<file path="config.mk">
export PLATFORM = sky130hd
export DESIGN_NAME = hash_round_ctrl
export DESIGN_NICKNAME = d
export VERILOG_FILES = /design/src/rtl/hash_round_ctrl.sv
export SDC_FILE = /design/constraint.sdc
export NUM_CORES = 1
export LEC_CHECK = 0
export ABC_CLOCK_PERIOD_IN_PS = 5100
export CAP_MARGIN = 20
export CELL_PAD_IN_SITES_DETAIL_PLACEMENT = 1
export CELL_PAD_IN_SITES_GLOBAL_PLACEMENT = 2
export CORE_MARGIN = 2
export CORE_UTILIZATION = 31
export CTS_CLUSTER_SIZE = 30
export DETAILED_ROUTE_END_ITERATION = 16
export HOLD_SLACK_MARGIN = 0.1
export PLACE_DENSITY_LB_ADDON = 0.1
export SYNTH_ARGS = -nofsm -noshare
export SYNTH_HDL_FRONTEND = slang
export SYNTH_SLANG_ARGS = --single-unit
</file>
<file path="constraint.sdc">
create_clock -name clk -period 5.1 [get_ports clk]
set_clock_uncertainty 0.05 [all_clocks]
set_input_delay 1.02 -clock clk [delete_from_list [all_inputs] [get_ports clk]]
set_output_delay 1.02 -clock clk [all_outputs]
set_load 0.05 [all_outputs]
</file>
<file path="src/rtl/hash_round_ctrl.sv">
// Round sequencer for iterative hash cores: accepts message blocks, steps the round index
// for one of two round counts, and chains blocks into a held digest-valid handshake.
module hash_round_ctrl #(
    parameter int ROUNDS_A = 80,
    parameter int ROUNDS_B = 64,
    parameter int T_W      = 7
) (
    input  logic           clk,
    input  logic           rst_n,
    input  logic           abort,
    input  logic           blk_valid,
    input  logic           blk_first,
    input  logic           blk_last,
    input  logic           mode,
    output logic           blk_ready,
    output logic           iv_load,
    output logic           blk_load,
    output logic [T_W-1:0] t,
    output logic           round_en,
    output logic           round_last,
    output logic           upd_en,
    output logic           digest_valid,
    input  logic           digest_ready,
    output logic           busy
);

    typedef enum logic [1:0] {
        S_IDLE   = 2'd0,
        S_ROUND  = 2'd1,
        S_UPDATE = 2'd2,
        S_DONE   = 2'd3
    } state_e;

    localparam logic [T_W-1:0] LAST_A = T_W'(ROUNDS_A - 1);
    localparam logic [T_W-1:0] LAST_B = T_W'(ROUNDS_B - 1);

    state_e         state_q, state_d;
    logic [T_W-1:0] t_q, t_d;
    logic           mode_q, mode_d;
    logic           last_q, last_d;
    logic           msg_start_q, msg_start_d;
    logic           accept_s;
    logic           round_en_q, round_last_q, upd_en_q, digest_valid_q, busy_q;

    function automatic logic [T_W-1:0] last_round(input logic m);
        return m ? LAST_B : LAST_A;
    endfunction

    // Handshake and load strobes: the only paths from inputs to outputs.
    always_comb begin
        blk_ready = (state_q == S_IDLE) & ~abort;
        accept_s  = blk_ready & blk_valid;
        blk_load  = accept_s;
        iv_load   = accept_s & (blk_first | msg_start_q);
    end

    // Next-state logic; abort overrides every state.
    always_comb begin
        state_d     = state_q;
        t_d         = t_q;
        mode_d      = mode_q;
        last_d      = last_q;
        msg_start_d = msg_start_q;
        if (abort) begin
            state_d     = S_IDLE;
            t_d         = {T_W{1'b0}};
            msg_start_d = 1'b1;
        end else begin
            case (state_q)
                S_IDLE: begin
                    if (accept_s) begin
                        state_d     = S_ROUND;
                        t_d         = {T_W{1'b0}};
                        mode_d      = mode;
                        last_d      = blk_last;
                        msg_start_d = 1'b0;
                    end else begin
                        state_d = S_IDLE;
                    end
                end
                S_ROUND: begin
                    if (t_q == last_round(mode_q)) begin
                        state_d = S_UPDATE;
                        t_d     = {T_W{1'b0}};
                    end else begin
                        t_d = t_q + T_W'(1);
                    end
                end
                S_UPDATE: begin
                    if (last_q) begin
                        state_d     = S_DONE;
                        msg_start_d = 1'b1;
                    end else begin
                        state_d = S_IDLE;
                    end
                end
                S_DONE: begin
                    if (digest_ready) begin
                        state_d = S_IDLE;
                    end else begin
                        state_d = S_DONE;
                    end
                end
                default: begin
                    state_d = S_IDLE;
                    t_d     = {T_W{1'b0}};
                end
            endcase
        end
    end

    // State registers plus registered decode of the per-state strobes.
    always_ff @(posedge clk or negedge rst_n) begin
        if (!rst_n) begin
            state_q        <= S_IDLE;
            t_q            <= {T_W{1'b0}};
            mode_q         <= 1'b0;
            last_q         <= 1'b0;
            msg_start_q    <= 1'b1;
            round_en_q     <= 1'b0;
            round_last_q   <= 1'b0;
            upd_en_q       <= 1'b0;
            digest_valid_q <= 1'b0;
            busy_q         <= 1'b0;
        end else begin
            state_q        <= state_d;
            t_q            <= t_d;
            mode_q         <= mode_d;
            last_q         <= last_d;
            msg_start_q    <= msg_start_d;
            round_en_q     <= (state_d == S_ROUND);
            round_last_q   <= (state_d == S_ROUND) && (t_d == last_round(mode_d));
            upd_en_q       <= (state_d == S_UPDATE);
            digest_valid_q <= (state_d == S_DONE);
            busy_q         <= (state_d != S_IDLE);
        end
    end

    assign t            = t_q;
    assign round_en     = round_en_q;
    assign round_last   = round_last_q;
    assign upd_en       = upd_en_q;
    assign digest_valid = digest_valid_q;
    assign busy         = busy_q;

endmodule

</file>
* Yosys cells after proc, flatten, opt, wreduce, memory -nomap -nowiden
Cells that the tools add are included.
** Operators by class
- Mux-type cells :: 19
- Reductions and logical operators :: 6
- Add/sub/neg operators :: 1
- Bitwise gates (word level) :: 5
- Equal/unequal tests :: 10
** Operator list (number)
- $mux W7 :: 5
- $eq A7 B7 Y1 :: 2
- $pmux W7 S2 :: 1
- $eq A2 B2 Y1 const B :: 4
- $mux W2 :: 4
- $pmux W2 S4 :: 1
- $add A7 B1 Y7 const B :: 1
- $mux W1 :: 7
- $ne A3 B3 Y1 const B :: 2
- $reduce_and A3 Y1 :: 2
- $eq A2 B1 Y1 const B :: 2
- $and A1 B1 Y1 :: 3
- $reduce_bool A3 Y1 :: 1
- $logic_not A2 Y1 :: 1
- $pmux W1 S2 :: 1
- $reduce_bool A2 Y1 :: 1
- $logic_and A1 B1 Y1 :: 1
- $not A1 Y1 :: 1
- $or A1 B1 Y1 :: 1
** Storage, ports and cells
- Bits of input ports :: 8
- Word-level logic and storage cells :: 51
- Flip-flop bits (word level) :: 17

* Depth between registers and ports, before layout
Gate-level depths: netlist of run 1.
- Depth after elaboration :: 9
- Depth in mapped cells :: 6
- Mapped depth without buffers :: 6

* Worst setup path after synthesis of run 1
Ideal clock, no wire load.
- Kind :: in2out
- Start point :: input port blk_valid
- End point :: output port iv_load
- Setup slack :: 1.671 ns
- Arrival :: 2.359 ns
- Stages on the path :: 3
- Cell sequence :: nand2b_1 > nor3_2 > o21a_1
** Between the ends
- Cells in the longest elaborated chain, start to end :: 2
** RTL lines
- start, declared :: RTL line 11 : input logic blk_valid,
- $and A1 B1 Y1 :: RTL line 52 : accept_s = blk_ready & blk_valid;
- via blk_load :: RTL line 17 : output logic blk_load,
- $and A1 B1 Y1 :: RTL line 54 : iv_load = accept_s & (blk_first | msg_start_q);
- end, declared :: RTL line 16 : output logic iv_load,
The timed path passes the listed nets, and every way through them passes these cells.

* Worst setup path after layout of run 1
- Start point :: input port abort
- End point :: output port iv_load
** Between the ends
- Cells in the longest elaborated chain, start to end :: 4
** RTL lines
- start, declared :: RTL line 10 : input logic abort,
- $not A1 Y1 (no line)
- $and A1 B1 Y1 :: RTL line 51 : blk_ready = (state_q == S_IDLE) & ~abort;
- $and A1 B1 Y1 :: RTL line 52
- $and A1 B1 Y1 :: RTL line 54
No other way between the ends.

==> flow_metrics.env, run 1 <==
export IMPL_syn_inst=90
export IMPL_rows=19
export IMPL_cp_cell_sequence="clkdlybuf4s50_1 -> nor3_2 -> o21a_1 -> clkdlybuf4s50_1"
export IMPL_crit_slowest_cell="clkdlybuf4s50_1"
export IMPL_cts_sinks=17
export IMPL_grt_pass1_vias=796
export IMPL_crit_path_max_incr_delay_ns=0.80
export IMPL_fin_setup_tns_ns=0
export IMPL_viasPerCell=5.27
export IMPL_die_area_mm2=0.00335
export IMPL_worst_path_buf_inv=2
export IMPL_top_layer="met4"
export IMPL_syn_area_per_cell_um2=10.0
export IMPL_pre_cts_ws_ns=1.15
export IMPL_cpMostUsedCell="clkdlybuf4s50_1"
export IMPL_criticalPathCategory="in -> out"
export IMPL_core_mm2=0.00276
export IMPL_arrival_ns=2.89
export IMPL_maxCapViolations=0
export IMPL_grt_usage=0.149
export IMPL_ys_types=40
export IMPL_hold_buffers=0
export IMPL_setup_viol=0
export IMPL_hold_depth=1
export IMPL_numCtsBuffers=3
export IMPL_pwr_density_cell_mw_per_mm2=224
export IMPL_drv_slew=0
export IMPL_grt_pass1_wl_mm=3.76
export IMPL_clk_pin_slew_ns=0.10
export IMPL_start_util=0.327
export IMPL_globalplace_congestion=0.735
export IMPL_synth_edff_count=0
export IMPL_required_ns=4.03
export IMPL_rsz0062_at_grt="false"
export IMPL_post_cts_resized=0
export IMPL_syn_area_um2=901
export IMPL_slew_headroom=0.419
export IMPL_antenna_left=0
export IMPL_port_buffers=22
export IMPL_htreeDepth=1
export IMPL_rr_worst_depth=5
export IMPL_synth_top_area_share=0.444
export IMPL_critPathMaxFanout=6
export IMPL_seq_area_frac_synth=0.474
export IMPL_ir_worst_vdd_uv=154
export IMPL_layout_min_cycle_time_ns=3.96
export IMPL_rr_startpoint="state_q[1]"
export IMPL_clock_tree_buffer_depth=2
export IMPL_cp_depth=4
export IMPL_grt_overflow_total=0
export IMPL_io_pins=23
export IMPL_synth_most_common_cell="dfrtp_1"
export IMPL_final_nets=124
export IMPL_yosys_warnings=0
export IMPL_yosysTopAreaCell="dfrtp_1"
export IMPL_end_kind="output port"
export IMPL_route_met2_wl_mm=1.18
export IMPL_setup_ws_ns=1.14
export IMPL_clk_insertion_delay_late_ns=0.29
export IMPL_antenna_found_initial=0
export IMPL_firstDrtPassIters=4
export IMPL_die_height_um=57.9
export IMPL_synthFlopType="dfrtp_1"
export IMPL_cp_startpoint="abort"
export IMPL_drtIter0Drc=25
export IMPL_die_w_um=57.9
export IMPL_num_vias=764
export IMPL_cts_setup_buffers=0
export IMPL_drive_above_1_share=0.105
export IMPL_finalPower_w=0.000263
export IMPL_drcViolationCount=0
export IMPL_p_leak_nw=0.504
export IMPL_cts_root_buf="clkbuf_4"
export IMPL_synth_area_leaders="dfrtp_1, o21ai_0, nor2_1"
export IMPL_tightest_slew_ns=0.862
export IMPL_hold_class="reg -> reg"
export IMPL_met1_length_um=970
export IMPL_hold_violations=0
export IMPL_drt_wl_total_mm=2.23
export IMPL_min_period_over_period=0.776
export IMPL_synth_seq_cells=17
export IMPL_wire_per_inst_um=15.4
export IMPL_cp_start_kind="input pin"
export IMPL_area_delta_synth_final_pct=30.6
export IMPL_synth_nets=99
export IMPL_path_delay_family="buffers and inverters"
export IMPL_diodes=0
export IMPL_synth_commonest_cells="dfrtp_1, nor2_1, o21ai_0"
export IMPL_status="completed"
export IMPL_grt_max_degree=18
export IMPL_wl_met3_um=66
export IMPL_async_flop_share=1.00
export IMPL_hpwl_mm=1.73
export IMPL_hold_start="last_q"
export IMPL_max_freq_mhz=253
export IMPL_tritoncts="yes"
==> worst reg2reg max path, stage by stage (launching register included) <==
cell      delay [ns]
dfrtp_1         0.52
nand3b_2        0.36
o21ai_0         0.17
or4b_1          0.52
and4_1          0.25
o2111a_1        0.23
==> cell type report <==
class,instances,area (um^2)
Timing Repair Buffer,22,220
Clock buffer,3,22.5
Inverter,5,18.8
Clock inverter,1,5.00
Fill cell,343,1580
Sequential cell,17,427
Multi-Input combinational cell,66,444
Tap cell,31,38.8
==> logic make-up (layout without fill, tap and decap cells) <==
family	count (synthesis)	count (layout)	share of synthesized area
mux	2	2	0.0236
buf+inv	7	31	0.0333
flops	17	17	0.474
xor+xnor	1	1	0.00972
simple gates	40	40	0.281
fa+ha+maj	1	1	0.0139
compound gates	22	22	0.165
==> sequential cells by signal (all words and copies together) (netlist names) <==
register / count
upd_en: 1
last_q: 1
round_last: 1
state_q: 2
mode_q: 1
digest_valid: 1
msg_start_q: 1
t: 7
round_en: 1
busy: 1
==> where the power goes <==
part            total, W  internal (W)  switching [W]
clock          0.0000717     0.0000291      0.0000425
sequential      0.000148      0.000141     0.00000611
combinational  0.0000439     0.0000173      0.0000267
==> through the flow <==
step / cells / utilization / hold WS (ns) / area, um^2
after global placement: 141 / 0.417 / 0.447 / 1150
after floorplan: 90 / - / 0.423 / 901
final: 145 / 0.426 / 0.461 / 1180
after detailed placement: 141 / 0.417 / 0.448 / 1150
after global routing: 145 / 0.426 / 0.485 / 1180
after CTS: 145 / 0.426 / 0.472 / 1180
==> per-layer routing <==
layer	global-route usage	up-vias
li1	-	375
met1	0.185	375
met2	0.261	12
met3	0.0134	2
met4	0.0698	0
met5	0	-
==> worst paths after layout <==
| path | end | slack [ns] |
|---|---|---|
| worst max-delay path | iv_load | 1.14 |
| worst min-delay path | last_q | 0.46 |
| worst max register to register | round_last | 2.91 |
| worst min register to register | last_q | 0.46 |
| max in group asynchronous | t[2] | 3.43 |
| min in group asynchronous | digest_valid | 1.11 |
==> layout by cell type (no fill, tap or decap), types with 2 or more instances in the layout <==
cell type / count
clkdlybuf4s50_1: 22
dfrtp_1: 16
nor2_1: 8
o21ai_0: 7
inv_1: 5
a21oi_1: 4
nand2_1: 4
nand2b_1: 3
nand3_1: 3
nor2b_1: 3
nor3_1: 3
clkbuf_4: 3
nand4b_1: 2
o21a_1: 2
or3_1: 2
a211oi_1: 2
No activity file was read; power rests on OpenSTA's default activity.
==> run 2: changes to the inputs <==
--- a/config.mk
+++ b/config.mk
@@ -5,12 +5,12 @@
 export SDC_FILE = /design/constraint.sdc
 export NUM_CORES = 1
 export LEC_CHECK = 0
-export ABC_CLOCK_PERIOD_IN_PS = 5100
+export ABC_CLOCK_PERIOD_IN_PS = 3700
 export CAP_MARGIN = 20
 export CELL_PAD_IN_SITES_DETAIL_PLACEMENT = 1
 export CELL_PAD_IN_SITES_GLOBAL_PLACEMENT = 2
 export CORE_MARGIN = 2
-export CORE_UTILIZATION = 31
+export CORE_UTILIZATION = 29
 export CTS_CLUSTER_SIZE = 30
 export DETAILED_ROUTE_END_ITERATION = 16
 export HOLD_SLACK_MARGIN = 0.1
==> constraint.sdc (replaced) <==
create_clock -name clk -period 3.7 [get_ports clk]
set_clock_uncertainty 0.05 [all_clocks]
set_input_delay 0.74 -clock clk [delete_from_list [all_inputs] [get_ports clk]]
set_output_delay 0.74 -clock clk [all_outputs]
set_load 0.05 [all_outputs]
==> run 2 against run 1 <==
Net effect:
- clock power increased by 38%
- sequential share of layout area shrank 0.19 points
- cell area increased by 0.53%
- via count rose by 2.9%
- global-route usage decreased by 0.71 points
- sequential power is 38% higher
- final cell count grew 2.1%
- critical path type unchanged
==> flow_metrics.env, run 2 (same netlist as run 1, synthesis figures left out) <==
export IMPL_grt_pass1_wl_mm=3.71
export IMPL_io_pins=23
export IMPL_hpwl_mm=1.70
export IMPL_cpMostUsedCell="clkdlybuf4s50_1"
export IMPL_firstDrtPassIters=3
export IMPL_mostFrequentLayoutCells="clkdlybuf4s50_1, dfrtp_1, nor2_1"
export IMPL_die_w_um=59.7
export IMPL_arrival_ns=2.31
export IMPL_final_area_mm2=0.00118
export IMPL_cp_cell_sequence="clkdlybuf4s50_1 -> nor3_2 -> clkdlybuf4s50_1"
export IMPL_cp_start_kind="input pin"
export IMPL_numCtsBuffers=3
export IMPL_antenna_found_initial=0
export IMPL_die_area_mm2=0.00357
export IMPL_viasPerCell=5.31
export IMPL_crit_path_max_incr_delay_ns=0.83
export IMPL_ir_worst_vdd_uv=210
export IMPL_max_freq_mhz=323
export IMPL_required_ns=2.91
export IMPL_clock_tree_buffer_depth=2
export IMPL_grt_max_degree=18
export IMPL_diodes=0
export IMPL_layout_min_cycle_time_ns=3.10
export IMPL_wire_per_inst_um=14.7
export IMPL_rows=20
export IMPL_final_nets=125
export IMPL_post_route_util=0.394
export IMPL_grt_overflow_total=0
export IMPL_pwr_density_cell_mw_per_mm2=308
export IMPL_fin_setup_tns_ns=0
export IMPL_core_mm2=0.00300
export IMPL_grt_usage=0.142
export IMPL_tightest_slew_ns=0.776
export IMPL_critPathMaxFanout=6
export IMPL_drcViolationCount=0
export IMPL_instances_no_fill=148
export IMPL_drv_slew=0
export IMPL_placed_cells=144
export IMPL_path_delay_family="buffers and inverters"
export IMPL_crit_slowest_cell="clkdlybuf4s50_1"
export IMPL_die_height_um=59.7
export IMPL_worst_path_buf_inv=2
export IMPL_cts_sinks=17
export IMPL_port_buffers=22
export IMPL_cts_setup_buffers=0
export IMPL_drtIter0Drc=40
export IMPL_largest_register_ffs=7
export IMPL_reg2reg_slack_ns=1.50
export IMPL_area_delta_synth_final_pct=31.2
export IMPL_hold_violations=0
export IMPL_drive_above_1_share=0.113
export IMPL_cts_root_buf="clkbuf_4"
export IMPL_clk_insertion_delay_late_ns=0.29
export IMPL_hold_buffers=0
export IMPL_antenna_left=0
export IMPL_setup_viol=0
export IMPL_criticalPathCategory="in -> out"
export IMPL_rsz0062_at_grt="false"
export IMPL_slew_headroom=0.477
export IMPL_maxCapViolations=0
export IMPL_post_cts_resized=0
export IMPL_p_leak_nw=0.508
export IMPL_drt_wl_total_mm=2.18
export IMPL_clk_pin_slew_ns=0.09
export IMPL_tritoncts="yes"
export IMPL_start_util=0.300
export IMPL_htreeDepth=1
export IMPL_grt_pass1_vias=774
export IMPL_num_vias=786
export IMPL_hold_class="reg -> reg"
export IMPL_end_kind="output port"
export IMPL_hold_slack_ns=0.462
export IMPL_final_common_cell="clkdlybuf4s50_1"
export IMPL_min_period_over_period=0.837
export IMPL_status="completed"
export IMPL_placedInstanceArea_mm2=0.00116
export IMPL_globalplace_congestion=0.743
-- run 2: cell types whose count changed in the layout (fill, tap and decap cells not counted) --
cell	previous run	this run
buf_4	0	2
clkbuf_1	0	1
clkdlybuf4s50_1	22	21
clkinv_2	1	0
-- run 2: per-stage QoR --
stage	setup slack [ns]	total power, W
floorplan	0.831	0.000241
global placement	0.604	0.000268
detailed placement	0.599	0.000269
CTS	0.586	0.000369
global route	0.530	0.000384
finish	0.604	0.000364
-- run 2: report_power, final --
group	switching [W]	total (W)	internal (W)
clock network	0.0000570	0.0000989	0.0000419
registers	0.00000872	0.000204	0.000195
logic	0.0000368	0.0000611	0.0000243
total	0.000103	0.000364	0.000261
-- run 2: path summary, 6_finish.rpt --
path | depth (start not counted) | from | endpoint
max | 3 | abort | blk_load
min | 1 | last_q | last_q
min reg2reg | 1 | last_q | last_q
max in group asynchronous | 1 | rst_n | digest_valid
max reg2reg | 5 | state_q[1] | round_last
min in group asynchronous | 1 | rst_n | t[1]
-- run 2: area by class of cell --
type	count	area, um^2
fill	357	1820
multi-input combinational	66	444
sequential	17	427
timing repair buffer	23	225
tap	33	41.3
clock buffer	4	26.3
inverter	5	18.8
-- run 2: per-layer routing --
| metal | track usage | routed length (um) | up-vias |
|---|---|---|---|
| met5 | 0 | 0 | - |
| met4 | 0.0667 | 19 | 0 |
| met3 | 0.0195 | 72 | 2 |
| met2 | 0.231 | 1040 | 15 |
| met1 | 0.186 | 1050 | 392 |
| li1 | - | - | 377 |
==> run 3: changes to the inputs <==
--- a/config.mk
+++ b/config.mk
@@ -5,7 +5,7 @@
 export SDC_FILE = /design/constraint.sdc
 export NUM_CORES = 1
 export LEC_CHECK = 0
-export ABC_CLOCK_PERIOD_IN_PS = 3700
+export ABC_CLOCK_PERIOD_IN_PS = 3050
 export CAP_MARGIN = 20
 export CELL_PAD_IN_SITES_DETAIL_PLACEMENT = 1
 export CELL_PAD_IN_SITES_GLOBAL_PLACEMENT = 2
==> constraint.sdc (replaced) <==
create_clock -name clk -period 3.05 [get_ports clk]
set_clock_uncertainty 0.05 [all_clocks]
set_input_delay 0.61 -clock clk [delete_from_list [all_inputs] [get_ports clk]]
set_output_delay 0.61 -clock clk [all_outputs]
set_load 0.05 [all_outputs]
==> run 3 against run 2 <==
Net effect:
- cell area increased by 1.2%
- sequential share of layout area decreased by 0.42 points
- critical endpoint is now iv_load
- first-iteration DRC count decreased by 50%
==> flow_metrics.env, run 3 (same netlist as run 1, synthesis figures left out) <==
export IMPL_num_vias=779
export IMPL_antenna_found_initial=0
export IMPL_firstDrtPassIters=4
export IMPL_final_common_cell="clkdlybuf4s50_1"
export IMPL_grt_pass1_wl_mm=3.80
export IMPL_drive_above_1_share=0.132
export IMPL_arrival_ns=1.95
export IMPL_clk_pin_slew_ns=0.09
export IMPL_final_area_mm2=0.00120
export IMPL_drt_wl_total_mm=2.16
export IMPL_die_area_mm2=0.00357
export IMPL_grt_max_degree=18
export IMPL_rows=20
export IMPL_critPathMaxFanout=6
export IMPL_pwr_density_cell_mw_per_mm2=370
export IMPL_cts_sinks=17
export IMPL_final_nets=124
export IMPL_port_buffers=22
export IMPL_required_ns=2.39
export IMPL_min_period_over_period=0.855
export IMPL_grt_busiest_layer="met2"
export IMPL_hpwl_mm=1.77
export IMPL_hold_depth=1
export IMPL_criticalPathCategory="in -> out"
export IMPL_area_delta_synth_final_pct=32.8
export IMPL_drv_slew=0
export IMPL_numCtsBuffers=3
export IMPL_p_sw_frac=0.284
export IMPL_cp_start_kind="input pin"
export IMPL_hold_buffers=0
export IMPL_power_switching_w=0.000125
export IMPL_die_w_um=59.7
export IMPL_die_height_um=59.7
export IMPL_ir_worst_vdd_uv=163
export IMPL_p_leak_nw=0.515
export IMPL_start_util=0.300
export IMPL_pwr_share_clk=0.267
export IMPL_instances_no_fill=147
export IMPL_diodes=0
export IMPL_fillers=363
export IMPL_drtIter0Drc=20
export IMPL_setup_viol=0
export IMPL_use_met2=0.241
export IMPL_drcViolationCount=0
export IMPL_fin_setup_tns_ns=0
export IMPL_reg2reg_slack_ns=0.86
export IMPL_combPwrFrac=0.174
export IMPL_mostFrequentLayoutCells="clkdlybuf4s50_1, dfrtp_1, nor2_1"
export IMPL_max_freq_mhz=384
export IMPL_rsz0062_at_grt="false"
export IMPL_rr_worst_depth=5
export IMPL_rr_startpoint="state_q[1]"
export IMPL_grt_usage=0.143
export IMPL_post_cts_resized=0
export IMPL_reg2reg_to="round_last"
export IMPL_grt_use_met1=0.185
export IMPL_globalplace_congestion=0.754
export IMPL_end_kind="output port"
export IMPL_maxCapViolations=0
export IMPL_internal_power_w=0.000317
export IMPL_status="completed"
export IMPL_core_mm2=0.00300
export IMPL_cts_root_buf="clkbuf_4"
export IMPL_viasPerCell=5.30
export IMPL_p_seq_frac=0.559
export IMPL_tritoncts="yes"
export IMPL_largest_register_ffs=7
export IMPL_hold_start="last_q"
export IMPL_antenna_left=0
export IMPL_clock_tree_buffer_depth=2
export IMPL_wire_per_inst_um=14.7
export IMPL_grt_util_met3=0.0195
export IMPL_hold_violations=0
export IMPL_clk_insertion_delay_late_ns=0.29
export IMPL_grt_pass1_vias=822
export IMPL_hold_class="reg -> reg"
export IMPL_tightest_slew_ns=0.730
export IMPL_slew_headroom=0.508
export IMPL_whs_endpoint="last_q"
export IMPL_grt_overflow_total=0
export IMPL_htreeDepth=1
export IMPL_layout_min_cycle_time_ns=2.61
export IMPL_io_pins=23
export IMPL_placed_cells=143
export IMPL_cts_setup_buffers=0
export IMPL_placedInstanceArea_mm2=0.00117
[run 3: power by group through the flow]
stage                     Clock [W]  Sequential, W  Combinational (W)
after global placement            0       0.000252          0.0000784
final                      0.000118       0.000247          0.0000771
after global routing       0.000136       0.000249          0.0000849
after floorplan                   0       0.000257          0.0000353
after detailed placement          0       0.000252          0.0000789
after CTS                  0.000125       0.000248          0.0000793
[run 3: routing by layer]
layer | share of wire | vias up
li1 | - | 378
met1 | 0.46 | 379
met2 | 0.49 | 18
met3 | 0.033 | 4
met4 | 0.018 | 0
met5 | 0 | -
[run 3: layout make-up]
| cell class | instances | area [um^2] | area share |
|---|---|---|---|
| inverter | 5 | 18.8 | 0.0157 |
| clock buffer | 3 | 22.5 | 0.0188 |
| timing repair buffer | 22 | 238 | 0.199 |
| clock inverter | 1 | 5.00 | 0.00418 |
| multi-input combinational | 66 | 444 | 0.371 |
| sequential | 17 | 427 | 0.357 |
| tap | 33 | 41.3 | 0.0345 |
[run 3: through the flow]
step	total power (W)	util	worst slack (ns)	hold slack, ns
after floorplan	0.000293	-	0.441	0.264
final	0.000442	0.398	0.443	0.463
after detailed placement	0.000331	0.389	0.421	0.446
after global placement	0.000330	0.389	0.477	0.438
after CTS	0.000452	0.398	0.411	0.470
after global routing	0.000471	0.398	0.328	0.484
[run 3: critical path, stage by stage]
cell and delay [ns]:
clkdlybuf4s50_1 0.51, nor3_2 0.44, o21a_1 0.24, buf_12 0.14
[run 3: worst max path at each step]
| stage | slack [ns] | end | cells after the start | from |
|---|---|---|---|---|
| after CTS | 0.41 | iv_load | 4 | abort |
| after global placement | 0.48 | iv_load | 4 | abort |
| after floorplan | 0.44 | iv_load | 3 | blk_valid |
| final | 0.44 | iv_load | 4 | abort |
| after detailed placement | 0.42 | iv_load | 4 | abort |
| after global routing | 0.33 | iv_load | 4 | abort |
